`src/rtl/pc_unit.sv`:
```
// Fetch program counter with a one-entry pending-redirect buffer and a registered AdEL flag.
// Define PC_BOUND_CHECK_EN to also flag fetches outside [IMEM_LO, IMEM_HI].
module pc_unit #(
    parameter int unsigned WIDTH   = 32,
    parameter logic [31:0] INIT_PC = 32'h0000_3000,
    parameter logic [31:0] EXC_PC  = 32'h0000_4180,
    parameter logic [31:0] IMEM_LO = 32'h0000_3000,
    parameter logic [31:0] IMEM_HI = 32'h0000_6FFC
) (
    input  logic             clk,
    input  logic             reset,
    input  logic             stall,
    input  logic [WIDTH-1:0] next_pc,
    input  logic             req,
    input  logic [WIDTH-1:0] epc,
    input  logic             eret,
    output logic [WIDTH-1:0] pc,
    output logic [WIDTH-1:0] pc_plus4,
    output logic             fetch_exc,
    output logic             pend_valid
);

    localparam logic [WIDTH-1:0] INIT_PC_W = WIDTH'(INIT_PC);
    localparam logic [WIDTH-1:0] EXC_PC_W  = WIDTH'(EXC_PC);

    // Elaboration-time sanity checks on the configuration
    if (WIDTH < 8) begin : g_bad_width
        $error("pc_unit: WIDTH must be at least 8");
    end
    if (IMEM_LO > IMEM_HI) begin : g_bad_range
        $error("pc_unit: IMEM_LO must not exceed IMEM_HI");
    end

`ifdef PC_BOUND_CHECK_EN
    localparam logic [WIDTH-1:0] IMEM_LO_W = WIDTH'(IMEM_LO);
    localparam logic [WIDTH-1:0] IMEM_HI_W = WIDTH'(IMEM_HI);

    function automatic logic exc_of(input logic [WIDTH-1:0] addr);
        return (addr[1:0] != 2'b00) || (addr < IMEM_LO_W) || (addr > IMEM_HI_W);
    endfunction
`else
    function automatic logic exc_of(input logic [WIDTH-1:0] addr);
        return addr[1:0] != 2'b00;
    endfunction
`endif

    logic [WIDTH-1:0] pend_addr;
    logic [WIDTH-1:0] pc_d;
    logic [WIDTH-1:0] pend_addr_d;
    logic             pend_valid_d;

    // Redirect priority: exception, stall (buffer eret), live eret, buffered eret, sequential
    always_comb begin
        pc_d         = next_pc;
        pend_addr_d  = pend_addr;
        pend_valid_d = pend_valid;
        if (req) begin
            pc_d         = EXC_PC_W;
            pend_valid_d = 1'b0;
        end else if (stall) begin
            pc_d = pc;
            if (eret) begin
                pend_addr_d  = epc;
                pend_valid_d = 1'b1;
            end
        end else if (eret) begin
            pc_d         = epc;
            pend_valid_d = 1'b0;
        end else if (pend_valid) begin
            pc_d         = pend_addr;
            pend_valid_d = 1'b0;
        end
    end

    always_ff @(posedge clk or posedge reset) begin
        if (reset) begin
            pc         <= INIT_PC_W;
            fetch_exc  <= exc_of(INIT_PC_W);
            pend_addr  <= '0;
            pend_valid <= 1'b0;
        end else begin
            pc         <= pc_d;
            fetch_exc  <= exc_of(pc_d);
            pend_addr  <= pend_addr_d;
            pend_valid <= pend_valid_d;
        end
    end

    assign pc_plus4 = pc + WIDTH'(4);

endmodule

```
`config.mk`:
```
export PLATFORM = sky130hd
export DESIGN_NAME = pc_unit
export DESIGN_NICKNAME = d
export VERILOG_FILES = /design/src/rtl/pc_unit.sv
export SDC_FILE = /design/constraint.sdc
export NUM_CORES = 1
export LEC_CHECK = 0
export ABC_CLOCK_PERIOD_IN_PS = 2150
export BUFFER_PORTS_ARGS = -buffer_cell sky130_fd_sc_hd__buf_2
export CAP_MARGIN = 20
export CORE_ASPECT_RATIO = 1.2
export CORE_MARGIN = 1
export CORE_UTILIZATION = 50
export CTS_CLUSTER_DIAMETER = 80
export DETAILED_ROUTE_END_ITERATION = 7
export MAX_ROUTING_LAYER = met4
export PLACE_DENSITY = 0.8
export SETUP_SLACK_MARGIN = 0.02
export SYNTH_ARGS = -nofsm -noshare
export SYNTH_HDL_FRONTEND = slang
export SYNTH_SLANG_ARGS = --single-unit
```
`constraint.sdc`:
```
create_clock -name clk -period 2.15 [get_ports clk]
set_input_delay 0.3225 -clock clk [delete_from_list [all_inputs] [get_ports clk]]
set_output_delay 0.3225 -clock clk [all_outputs]
set_load 0.05 [all_outputs]
```
* After elaboration in Yosys (flattened, before gate mapping)
Index checks and enable logic that the tools add are counted.
** Cells by class
- Bitwise logic cells :: 1
- Reductions and logical operators :: 2
- Multiplexer cells :: 7
- Equality and inequality tests :: 2
- Add/subtract/negate cells :: 1
** Operators with widths (count)
- 2-to-1 mux 32 bit :: 4
- adder 32 x 3 -> 32 bit (second input constant) :: 1
- 2-to-1 mux 1 bit :: 3
- != test 3 x 1 -> 1 bit (second input constant) :: 1
- AND reduction 3 bit :: 1
- != test 2 x 1 -> 1 bit (second input constant) :: 1
- nonzero test 2 bit :: 1
- inverter 1 bit :: 1
** Storage, ports and cells
- Input port bits :: 69
- Logic and storage cells :: 18
- Register bits :: 66

* Depth between registers and ports, before layout
- Depth in word-level cells :: 5
- Mapped depth :: 6
- Depth with buffers taken out :: 5

* Worst setup path after synthesis
No wires, ideal clock.
- Path kind :: register -> output
- From :: reg pc[2]
- To :: out pc_plus4[26]
- Stages on the path, launching flop included :: 6
- Buffers on the path :: 0
- Slack :: -0.608 ns
- Arrival time :: 2.436 ns
- Cells stage by stage :: dfrtp_1 > ha_1 > nand4_1 > nor2_2 > nand4_1 > xnor2_1
** On the way
- Word-level cells in the longest chain between the ends :: 1
** RTL lines
- start: declaration :: line 17 : output logic [WIDTH-1:0] pc,
- start signal: assignment :: line 82 : pc <= pc_d;
- adder 32 x 3 -> 32 bit :: line 89 : assign pc_plus4 = pc + WIDTH'(4);
- end: declaration :: line 18 : output logic [WIDTH-1:0] pc_plus4,
No other way between the ends.

* Worst setup path in the final report
- From :: reg pc[13]
- To :: out pc_plus4[21]
The elaborated chain is that of the path after synthesis.

==> impl_metrics.json <==
{
  "status": "complete, but fails checks",
  "violations": "setup timing",
  "num_io_pins": 135,
  "syn_area_um2": 3780,
  "power_report.internal_total_mw": 2.44,
  "synthTopCellsByArea": "dfrtp_1 42%, mux2i_1 16%, mux2_2 10%",
  "finalSetupTns_ns": -3.37,
  "pre_cts_slack_ns": -0.0160,
  "synth_top_family_by_area": "multiplexers",
  "num_rows": 34,
  "die_height_um": 97.3,
  "fin_crit_ns": 2.41,
  "clk_latency_ns": 0.33,
  "clkSlewWorstSetupHoldPaths_ns": 0.07,
  "worst-path-max-fanout": 3,
  "route.met2.wl_mm": 5.74,
  "synth-compound-area-share_pct": 5.16,
  "cp.required_ns": 1.83,
  "io_buffers": 134,
  "hold_viol_final": 0,
  "die_w_um": 81.4,
  "drtIter0Drc": 143,
  "worst_slack_ns": -0.258,
  "clkPwrFrac_pct": 28.4,
  "start_kind": "flip-flop",
  "grt_start_max_net_pins": 43,
  "setup_violations": 21,
  "root_buffer": "clkbuf_8",
  "yosysTopAreaCell": "dfrtp_1",
  "dp_hpwl_mm": 7.54,
  "p_sw_share_pct": 32.7,
  "path_class": "flip-flop to primary output",
  "rsz0062_at_grt": "true",
  "layout_common_cells": "110 x buf_2, 59 x mux2i_1, 49 x buf_4, 43 x dfrtp_1, 35 x nand2_1",
  "via_count": 3559,
  "ant_nets": 0,
  "met1_length_mm": 4.52,
  "drv_cap": 0,
  "syn_avg_cell_area_um2": 10.3,
  "critPathCaptureType": "primary output",
  "wl_per_cell_um": 17.2,
  "synth-edff-count": 0,
  "synth_xor_area_share_pct": 6.48,
  "clock_sinks": 66,
  "slew_viol_final": 0,
  "htree_levels": 3,
  "highest_layer": "met4",
  "p_switching_mw": 1.18,
  "crit_arrival_ns": 2.09,
  "grt_pass1_wl_mm": 16.6,
  "ys_types": 34,
  "totalWireLength_mm": 11.1,
  "nets": 620,
  "hold_buffers": 0,
  "design_area_um2": 5890,
  "grt-ovfl-total": 0,
  "p_total_mw": 3.63,
  "synthAdderAreaFrac_pct": 0.331,
  "worstMarginPinSlew_ns": 0.538,
  "muxShareOfSynthArea_pct": 25.7,
  "syn_nets": 439,
  "yosys_warnings": 0,
  "drive_gt1_share_pct": 56.2,
  "cts_buffer_depth": 2,
  "hold_path_class": "primary input to async pin",
  "ys_ff_latch": 66,
  "yosysSeqAreaShare_pct": 43.7,
  "core_um2": 7270,
  "numCtsBuffers": 9,
  "combPwrFrac_pct": 29.9,
  "power_density_nw_per_um2": 616,
  "finClkSkew_ns": 0.00427,
  "async_flop_share_pct": 100,
  "power.leakage_nw": 2.86,
  "fin_crit_sh_pct": 112,
  "vias_per_cell": 5.51,
  "first_pass_iters": 5,
  "p_seq_share_pct": 41.7,
  "grt_antenna_before_repair": 1,
  "grt_pass1_vias": 3420,
  "gp_congestion": 0.823,
  "track_usage_pct": 28.7,
  "synth_top_flop_cell": "dfrtp_1",
  "dpl-instance-area_um2": 5210,
  "drc": 0,
  "fin_util_pct": 81.0,
  "initial_core_util_pct": 52.0,
  "design.die.area_um2": 7920,
  "synthDominantCellAreaShare_pct": 42.3,
  "area_delta_synth_final_pct": 55.7,
  "cts_tree": "yes",
  "dr_wl_met3_um": 468,
  "peakVddDrop_v": 0.000669,
  "syn_inst": 369,
  "slew_headroom_pct": 64.1,
  "final_common_cell": "buf_2",
  "fmax_mhz": 415,
  "synth-simple-area-share_pct": 14.8
}
power groups by stage:
stage          registers (mW)  clock network (mW)  logic [mW]
2_1_floorplan            1.68                   0       0.550
3_3_place_gp             1.51                   0       0.982
3_5_place_dp             1.53                   0        1.01
4_1_cts                  1.50                1.05        1.06
5_1_grt                  1.53                1.09        1.15
6_report                 1.51                1.03        1.09
repair_timing:
action / 4_1_cts / 5_1_grt
pin swaps: 22 / 18
setup endpoints to repair: 22 / 24
resized for setup: 57 / 28
setup buffers: 14 / 9
metrics by stage:
stage,hold slack [ns],cells
5_1_grt,0.0705,646
6_report,0.0226,646
4_1_cts,0.0344,637
3_3_place_gp,0.398,607
3_5_place_dp,0.396,607
2_1_floorplan,0.432,369
synth_stat cells, types with 2 or more instances:
cell	count
a21oi_1	3
and2_1	3
and3_1	5
buf_2	11
buf_4	2
clkbuf_1	11
dfrtp_1	64
dfstp_2	2
inv_1	6
mux2_2	34
mux2i_1	59
nand2_1	37
nand3_1	9
nand4_1	14
nor2_1	34
nor4_4	2
o211ai_1	3
o21ai_0	27
o31ai_1	2
xnor2_1	20
xor2_1	8
worst max-delay path: stages, from the launching register on:
cell	delay [ns]
dfstp_2	0.57
buf_6	0.12
nand2_8	0.05
nor4_4	0.31
nand4_1	0.28
xnor2_4	0.23
buf_6	0.18
state kept, by name, summed over array words and instances (netlist names):
register    flops
pc             32
pend_addr      32
fetch_exc       1
pend_valid      1
cells by family (layout without fill, tap and decap cells):
family | count (synthesis) | in the layout
AND/OR/NAND/NOR | 113 | 113
multiplexers | 93 | 93
AO/OA/AOI/OAI | 36 | 36
XOR/XNOR | 28 | 28
other | 0 | 1
flip-flops | 66 | 66
buffers and inverters | 32 | 218
adder cells (fa/ha/maj) | 1 | 1
path summary, 6_finish.rpt:
check                                          startpoint                         to  slack [ns]  depth (start not counted)
worst max-delay path                   pc[13]$_DFFE_PP1P_               pc_plus4[21]       -0.26                          6
worst min-delay path                                reset  pend_addr[21]$_DFFE_PP0P_        0.02                          2
worst max register to register     pend_valid$_DFFE_PP0P_         pc[10]$_DFFE_PP0P_        0.69                          5
worst min register to register  pend_addr[15]$_DFFE_PP0P_  pend_addr[15]$_DFFE_PP0P_        0.51                          1
max in group asynchronous                           reset     pend_valid$_DFFE_PP0P_        1.50                          3
min in group clk                                  epc[23]  pend_addr[23]$_DFFE_PP0P_        0.23                          2
metal layers:
metal	track usage (%)	vias to the layer above
met5	-	-
met4	14.6	0
met3	3.47	30
met2	44.9	143
met1	36.2	1741
li1	-	1645
layout make-up:
cell class              count  area [µm²]
multi-input cells         271        2500
flip-flops and latches     66        1680
fillers                   424        1380
repair buffers            196        1370
clock buffers              14         163
well taps                  90         113
clock inverters             2        35.0
inverters                   6        22.5
diodes                      1        2.50
No activity file was read; power rests on OpenSTA's default activity.
